### config.mk
export PLATFORM = sky130hd
export DESIGN_NAME = ripple_count_sequencer
export DESIGN_NICKNAME = d
export VERILOG_FILES = /design/src/rtl/ripple_count_sequencer_pkg.sv /design/src/rtl/ripple_sample_sync.sv /design/src/rtl/ripple_count_sequencer.sv
export SDC_FILE = /design/constraint.sdc
export NUM_CORES = 1
export LEC_CHECK = 0
export ABC_AREA = 0
export BUFFER_PORTS_ARGS = -buffer_cell sky130_fd_sc_hd__buf_2
export CORE_ASPECT_RATIO = 1.25
export CORE_MARGIN = 2
export CORE_UTILIZATION = 50
export CTS_CLUSTER_DIAMETER = 40
export CTS_CLUSTER_SIZE = 8
export DETAILED_ROUTE_END_ITERATION = 8
export GPL_TIMING_DRIVEN = 1
export PLACE_DENSITY_LB_ADDON = 0.15
export SETUP_SLACK_MARGIN = 0.05
export SYNTH_ARGS = -nofsm -noshare
export SYNTH_HDL_FRONTEND = slang
export SYNTH_SLANG_ARGS = --single-unit
### constraint.sdc
create_clock -name clk -period 1.9 [get_ports clk]
set_input_delay 0.19 -clock clk [delete_from_list [all_inputs] [get_ports clk]]
set_output_delay 0.19 -clock clk [all_outputs]
set_load 0.05 [all_outputs]
### src/rtl/ripple_count_sequencer_pkg.sv
// Shared definitions for the ripple counter sequencer: FSM state encoding and sampling limits.
package ripple_count_sequencer_pkg;

  typedef enum logic [2:0] {
    ST_IDLE   = 3'd0,
    ST_CLR    = 3'd1,
    ST_RUN    = 3'd2,
    ST_SETTLE = 3'd3,
    ST_SAMPLE = 3'd4,
    ST_HOLD   = 3'd5
  } seq_state_t;

  localparam int RETRY_LIMIT = 4;
  localparam int TRY_W       = 2;
  // SAMPLE spends this many cycles flushing the synchroniser before the first pair compare.
  localparam int SMP_FLUSH   = 2;

endpackage

### src/rtl/ripple_sample_sync.sv
// N-bit 2-flop synchroniser for the asynchronous counter outputs, plus a third stage for pair comparison.
// One new synchronised sample per cycle; stable is high when the last two synchronised samples agree.
module ripple_sample_sync #(
  parameter int N = 4
) (
  input  logic         clk,
  input  logic         clear,
  input  logic [N-1:0] d,
  output logic [N-1:0] q,
  output logic         stable
);

  logic [N-1:0] s1_q, s2_q, s3_q;

  always_ff @(posedge clk or posedge clear) begin
    if (clear) begin
      s1_q <= '0;
      s2_q <= '0;
      s3_q <= '0;
    end else begin
      s1_q <= d;
      s2_q <= s1_q;
      s3_q <= s2_q;
    end
  end

  assign q      = s2_q;
  assign stable = (s2_q == s3_q);

endmodule

### src/rtl/ripple_count_sequencer.sv
// Sequences an external ripple counter: clear, gate TARGET pulses, settle, sample, then hand off via valid/ready.
// Latency 1+CLR_CYC+target+SET_CYC+3 cycles; result is held with valid high until result_ready.
module ripple_count_sequencer
  import ripple_count_sequencer_pkg::*;
#(
  parameter int N       = 4,
  parameter int CLR_CYC = 2,
  parameter int SET_CYC = 3
) (
  input  logic         clk,
  input  logic         clear,
  input  logic         start,
  input  logic         stop,
  input  logic [N-1:0] target,
  input  logic [N-1:0] cnt_in,
  output logic         cnt_clear,
  output logic         cnt_en,
  output logic [N-1:0] result,
  output logic         result_valid,
  input  logic         result_ready,
  output logic         mismatch,
  output logic         busy
);

  seq_state_t       state_q, state_d;
  logic [3:0]       cyc_q, cyc_d;
  logic [TRY_W-1:0] try_q, try_d;
  logic [N:0]       issued_q, issued_d;
  logic [N-1:0]     tgt_q, tgt_d;
  logic [N-1:0]     res_d;
  logic             mm_d, vld_d;
  logic [N-1:0]     smp;
  logic             smp_stable;

  ripple_sample_sync #(.N(N)) u_sync (
    .clk    (clk),
    .clear  (clear),
    .d      (cnt_in),
    .q      (smp),
    .stable (smp_stable)
  );

  // issued counts pulses as they are scheduled, so it always equals the cnt_en cycles already driven.
  always_comb begin
    state_d  = state_q;
    cyc_d    = cyc_q;
    try_d    = try_q;
    issued_d = issued_q;
    tgt_d    = tgt_q;
    res_d    = result;
    mm_d     = mismatch;
    vld_d    = result_valid;
    case (state_q)
      ST_IDLE: begin
        if (start) begin
          state_d  = ST_CLR;
          tgt_d    = target;
          issued_d = '0;
          cyc_d    = '0;
          try_d    = '0;
        end
      end
      ST_CLR: begin
        if (cyc_q == 4'(CLR_CYC - 1)) begin
          cyc_d = '0;
          if (tgt_q == '0) begin
            state_d = ST_SETTLE;
          end else begin
            state_d  = ST_RUN;
            issued_d = (N+1)'(1);
          end
        end else begin
          cyc_d = cyc_q + 4'd1;
        end
      end
      ST_RUN: begin
        if (stop || (issued_q == {1'b0, tgt_q})) begin
          state_d = ST_SETTLE;
          cyc_d   = '0;
        end else begin
          issued_d = issued_q + (N+1)'(1);
        end
      end
      ST_SETTLE: begin
        if (cyc_q == 4'(SET_CYC - 1)) begin
          state_d = ST_SAMPLE;
          cyc_d   = '0;
          try_d   = '0;
        end else begin
          cyc_d = cyc_q + 4'd1;
        end
      end
      ST_SAMPLE: begin
        if (cyc_q != 4'(SMP_FLUSH)) begin
          cyc_d = cyc_q + 4'd1;
        end else if (smp_stable) begin
          state_d = ST_HOLD;
          res_d   = smp;
          mm_d    = (smp != issued_q[N-1:0]);
          vld_d   = 1'b1;
        end else if (try_q == TRY_W'(RETRY_LIMIT - 1)) begin
          state_d = ST_HOLD;
          res_d   = smp;
          mm_d    = 1'b1;
          vld_d   = 1'b1;
        end else begin
          try_d = try_q + TRY_W'(1);
        end
      end
      ST_HOLD: begin
        if (result_ready) begin
          state_d = ST_IDLE;
          vld_d   = 1'b0;
        end
      end
      default: begin
        state_d = ST_IDLE;
        vld_d   = 1'b0;
      end
    endcase
  end

  always_ff @(posedge clk or posedge clear) begin
    if (clear) begin
      state_q      <= ST_IDLE;
      cyc_q        <= '0;
      try_q        <= '0;
      issued_q     <= '0;
      tgt_q        <= '0;
      result       <= '0;
      mismatch     <= 1'b0;
      result_valid <= 1'b0;
      cnt_clear    <= 1'b0;
      cnt_en       <= 1'b0;
      busy         <= 1'b0;
    end else begin
      state_q      <= state_d;
      cyc_q        <= cyc_d;
      try_q        <= try_d;
      issued_q     <= issued_d;
      tgt_q        <= tgt_d;
      result       <= res_d;
      mismatch     <= mm_d;
      result_valid <= vld_d;
      cnt_clear    <= (state_d == ST_CLR);
      cnt_en       <= (state_d == ST_RUN);
      busy         <= (state_d != ST_IDLE);
    end
  end

endmodule

=== Yosys cells after proc, flatten, opt, wreduce, memory -nomap -nowiden ===
Cells that the tools add are included.

* Add/sub/neg operators: 3
* Eq/ne operators: 26
* Muxes and demuxes: 35
* Bitwise logic cells: 2
* Reductions and logical operators: 15

{| class="wikitable"
|+ Operators with widths
! operator !! count
|-
| 4-bit 2-to-1 mux || 7
|-
| 3-bit 2-to-1 mux || 8
|-
| 2-bit inequality test, second input constant || 11
|-
| 5-bit 2-to-1 mux || 4
|-
| 4-bit case mux with 5 select lines || 1
|-
| 3-bit case mux with 6 select lines || 1
|-
| 5-bit case mux with 3 select lines || 1
|-
| 2-bit 2-to-1 mux || 5
|-
| 3-bit by 2-bit equality test with 1-bit output, second input constant || 3
|-
| 3-bit nonzero test || 3
|-
| 4-bit AND reduction || 2
|-
| 3-bit by 1-bit equality test with 1-bit output, second input constant || 2
|-
| 3-bit equality test, second input constant || 2
|-
| 1-bit 2-to-1 mux || 6
|-
| 2-bit case mux with 3 select lines || 1
|-
| 6-bit AND reduction || 1
|-
| 5-bit by 1-bit adder with 5-bit output, second input constant || 1
|-
| 5-bit by 4-bit equality test with 1-bit output || 1
|-
| 5-bit AND reduction || 1
|-
| 5-bit nonzero test || 1
|-
| 4-bit by 1-bit adder with 4-bit output, second input constant || 1
|-
| 4-bit by 1-bit equality test with 1-bit output, second input constant || 1
|-
| 4-bit by 2-bit equality test with 1-bit output, second input constant || 1
|-
| 4-bit equality test || 1
|-
| other kinds (14) || 15
|}

* Register bits after elaboration: 39
* Bits of input ports: 13
* Output and inout bits: 9
* Word-level logic and storage cells: 95

=== Logic depth before layout (Yosys ltp) ===
* Depth in word-level cells: 6
* Depth in mapped cells: 7
* Depth with buffers taken out: 7

=== Hierarchy ===
From an unflattened synthesis, not the netlist that was laid out.

* Cell total of the unflattened synthesis: 177
* Area, all modules: 1,931.9 sq um

{| class="wikitable"
|+ Modules (own cells, without submodules)
! module !! instances !! cells an instance !! area an instance (sq um) !! seq. area each (sq um)
|-
| ripple_count_sequencer || 1 || 159 || 1,580.3 || 675.6
|-
| ripple_sample_sync || 1 || 18 || 351.6 || 300.3
|}

=== Worst setup path after synthesis ===
OpenSTA, ideal clock, no wires.

* Kind: register -> register
* Start point: register cyc_q[0]
* End point: register result[0]
* Setup time: 125 ps
* Data arrival time: 1,665 ps
* Data required time: 1,775 ps
* Slack: 111 ps
* Cell stages (with the launch flop): 6
* Buffers on the path: 0
* Period minus slack after synthesis: 1,789 ps
* Cells stage by stage: dfrtp_1 -> inv_1 -> ha_1 -> or3b_1 -> nor3_2 -> mux2_2

* Word-level cells in the longest chain between the ends: 3

{| class="wikitable"
|+ Ends and longest elaborated chain
! item !! line !! source
|-
| start, declared || ripple_count_sequencer.sv:26 || <nowiki>logic [3:0] cyc_q, cyc_d;</nowiki>
|-
| start signal, assigned || ripple_count_sequencer.sv:138 || <nowiki>cyc_q <= cyc_d;</nowiki>
|-
| 4-bit by 2-bit inequality test with 1-bit output || ripple_count_sequencer.sv:94 || <nowiki>if (cyc_q != 4'(SMP_FLUSH)) begin</nowiki>
|-
| 1-bit NOT (no source line) || n/a ||
|-
| 3-bit AND reduction (no source line) || n/a ||
|-
| end signal, assigned || ripple_count_sequencer.sv:142 || <nowiki>result <= res_d;</nowiki>
|-
| end, declared || ripple_count_sequencer.sv:18 || <nowiki>output logic [N-1:0] result,</nowiki>
|}

No other way between the ends.
A chain may end at the register's enable or synchronous reset.

=== Worst setup path in the final report ===
Ends and elaborated chain as after synthesis.

==> flow_summary_export.csv <==
group,metric,value,unit
worst_setup_path,critPathLaunchType,"flop",
synth,async_reset_ff_share,100,%
worst_setup_path,critPathMaxStageDelay,0.44,ns
worst_setup_path,reg2reg_slack,0.05,ns
worst_setup_path,required,2.07,ns
clock_tree,cts_tree,"done",
synth,synthFlopType,"dfrtp_1",
detailed_routing,first_pass_iters,4,
worst_hold_path,hold_path.class,"in2async",
worst_setup_path,ff2ff_path_depth,5,
worst_setup_path,regToRegStartpoint,"cyc_q[0]",
global_route,grt_pass1_wl,6690,µm
timing,finalMaxSlewViolations,0,
timing,max_freq,541,MHz
clock_tree,cts.sinks,39,
worst_setup_path,crit_arrival,2.02,ns
detailed_routing,drc_errors,0,
timing,rsz0062_at_grt,"true",
global_route,grt_start_max_net_pins,40,
global_route,grt_pass1_vias,1449,
power_and_ir_drop,power,3.68,mW
layout,utilization,64.5,%
placement,dpl.hpwl,2990,µm
die,coreArea,3750,µm²
worst_setup_path,timing.critical_path.buf_inv,1,
power_and_ir_drop,peakVddDrop,0.699,mV
timing,min_period,1.85,ns
timing,clock_skew,0.00848,ns
global_route,grt.overflow.total,0,
worst_setup_path,cp_slowest_cell,"dfrtp_1",
layout,drive_above_1_share,33.5,%
clock_tree,htree_levels,2,
synth,yosys_warnings,0,
worst_setup_path,cp_top_family,"simple AND/OR/NAND/NOR gates",
detailed_routing,viasPerCell,5.73,
worst_setup_path,crit_fanout,4,
timing,fin_hold_ws,-0.000676,ns
timing,setup_viol,0,
worst_setup_path,crit_type,"reg2reg",
synth,yosysMostFrequentCell,"dfrtp_1",
clock_tree,numCtsBuffers,5,
global_route,antenna_found_initial,0,
power_and_ir_drop,p_leak,1.13,nW
worst_setup_path,end_kind,"flop",
worst_setup_path,r2r_end,"result[0]",
layout,n_antenna_cell,0,
synth,syn_inst,177,
synth,syn_nets,195,
layout,final_cell_area,2420,µm²
synth,synth-edff-count,0,
detailed_routing,ant_nets,0,
timing,hold_viol,2,
die,pin_count,22,
layout,layout.nets,235,
synth,ys_ff_latch,39,
worst_setup_path,crit_path_end,"result[0]",
global_route,track_usage,20.3,%
die,die_x,59.9,µm
die,dieHeight,73.8,µm
synth,synth_top_cell_by_area,"dfrtp_1",
die,die-area,4420,µm²
placement,dpl_cell_area,2150,µm²
synth,synth.avg_cell_area,11.0,µm²
clock_tree,ctsRootBufferMaster,"clkbuf_8",
detailed_routing,drt-wirelength-per-cell,16.1,µm
die,fp-row-count,25,
die,initial_core_util,52.0,%
timing,fin_crit_sh,97.4,%
run_status,violations,"negative hold slack",
synth,synth.distinct_cells,50,
detailed_routing,vias,1479,
power_and_ir_drop,power_density,1520,nW/µm²
synth,synth_top_area_share,50.0,%
layout,syn2layout_area_growth,24.2,%
synth,synth_area_leaders,"dfrtp_1, mux2_2, xnor2_1",
synth,syn_area,1950,µm²
timing,worst_pin_slew,0.473,ns
worst_setup_path,crit_start,"cyc_q[0]",
clock_tree,clockBufferDepth,2,
detailed_routing,first_iter_violations,110,
placement,place.gp.congestion,0.873,
clock_tree,clk_latency,0.29,ns
flow_run,maxCapViolations,0,
synth,seq_area_frac_synth,50.0,%
timing,max_slew_margin,68.5,%
placement,portBuffers,21,
worst_setup_path,crit_cells,5,
synth,yosys-top-cells-count,"dfrtp_1, nand2_1, o21ai_0",
run_status,status,"finished, violations left",
detailed_routing,wirelength,4160,µm
clock_tree,clk_pin_slew,0.08,ns
worst_setup_path,path_cells,"inv_2, ha_4, or3b_4, nor3_4, mux2_4",
-- repair_timing --
| item | 4_1_cts | 5_1_grt |
|---|---|---|
| hold endpoints to repair | 3 | 0 |
| pin swaps | 2 | 4 |
| setup buffers | 0 | 4 |
| endpoints found under the setup margin | 7 | 15 |
| hold buffers | 3 | 0 |
| gates resized for setup | 3 | 17 |
-- per-stage QoR --
step / setup TNS, ns / worst slack, ns / cells
after floorplan: 0 / 0.111 / 177
after global placement: 0 / 0.0494 / 243
after detailed placement: -0.0498 / -0.0231 / 243
after CTS: 0 / 0.0575 / 254
after global routing: 0 / 0.00516 / 258
final: 0 / 0.0503 / 258
-- layer usage --
layer  track usage, %  up-vias  wire [µm]
met5                0        -          0
met4             7.41        0         94
met3             4.75       12        117
met2             33.5       33       2170
li1                 -      713          -
met1             25.5      721       1770
-- layout by cell type, fill, tap and decap left out, types with 2 or more instances in the layout --
cell type / netlist / routed
dfrtp_1: 39 / 38
nor2b_1: 2 / 2
nand2b_1: 7 / 6
ha_1: 5 / 3
nand4_1: 3 / 3
nor3_1: 4 / 4
xnor2_1: 8 / 8
nand3_1: 4 / 3
nand3_2: 2 / 3
o31ai_1: 3 / 3
o31a_1: 2 / 2
inv_1: 7 / 5
or3b_4: 1 / 2
a31oi_1: 3 / 3
bufinv_16: 0 / 2
dlygate4sd3_1: 0 / 3
mux2_2: 8 / 5
o21ai_0: 11 / 11
ha_4: 0 / 2
a21oi_1: 8 / 8
buf_2: 3 / 21
nor2_1: 9 / 8
inv_2: 0 / 2
mux2_4: 0 / 3
xor2_1: 5 / 5
buf_4: 0 / 15
clkbuf_8: 1 / 5
nand2_1: 12 / 12
-- cell families after synthesis --
| logic type | after synthesis | share of synthesized area, % |
|---|---|---|
| multiplexers | 10 | 5.71 |
| flip-flops | 39 | 50.0 |
| AO/OA/AOI/OAI | 43 | 15.6 |
| buffers and inverters | 14 | 3.91 |
| XOR/XNOR | 13 | 5.84 |
| AND/OR/NAND/NOR | 53 | 15.7 |
| adder cells (fa/ha/maj) | 5 | 3.21 |
-- state kept, by name, summed over array words and instances, names as in the netlist, 2 cells and up --
register     flops
try_q            2
state_q          3
u_sync.s1_q      4
u_sync.s3_q      4
tgt_q            4
result           4
cyc_q            4
u_sync.q         4
issued_q         5
-- cell type report --
cell class	instances	area (µm²)
sequential	39	977
inverter	7	26.3
tap	40	50.0
timing repair buffer	40	259
clock inverter	2	60.1
fill	293	1330
clock buffer	6	72.6
multi-input combinational	124	977
-- worst register-to-register path, cell delays in order, from the launching register on --
cell and delay (ns):
dfrtp_1 0.44, inv_2 0.10, ha_4 0.13, or3b_4 0.42, nor3_4 0.31, mux2_4 0.33
-- how the worst min path moves through the flow --
| stage | depth (start not counted) | slack [ns] | endpoint | startpoint |
|---|---|---|---|---|
| after CTS | 3 | 0.007 | mismatch | clear |
| after global placement | 1 | 0.30 | u_sync.s1_q[0] | cnt_in[0] |
| after detailed placement | 1 | 0.30 | u_sync.s1_q[2] | cnt_in[2] |
| final | 3 | -0.0007 | u_sync.s3_q[0] | clear |
| after floorplan | 0 | 0.22 | u_sync.s1_q[0] | cnt_in[0] |
| after global routing | 1 | 0.009 | u_sync.s1_q[3] | cnt_in[3] |
-- power breakdown --
| group | switching (mW) | internal, mW | leakage, nW | total [mW] |
|---|---|---|---|---|
| logic | 0.926 | 0.741 | 0.576 | 1.67 |
| clock network | 0.286 | 0.525 | 0.0654 | 0.811 |
| registers | 0.193 | 1.01 | 0.491 | 1.20 |
Note: power is estimated with default switching activity, not from simulation.
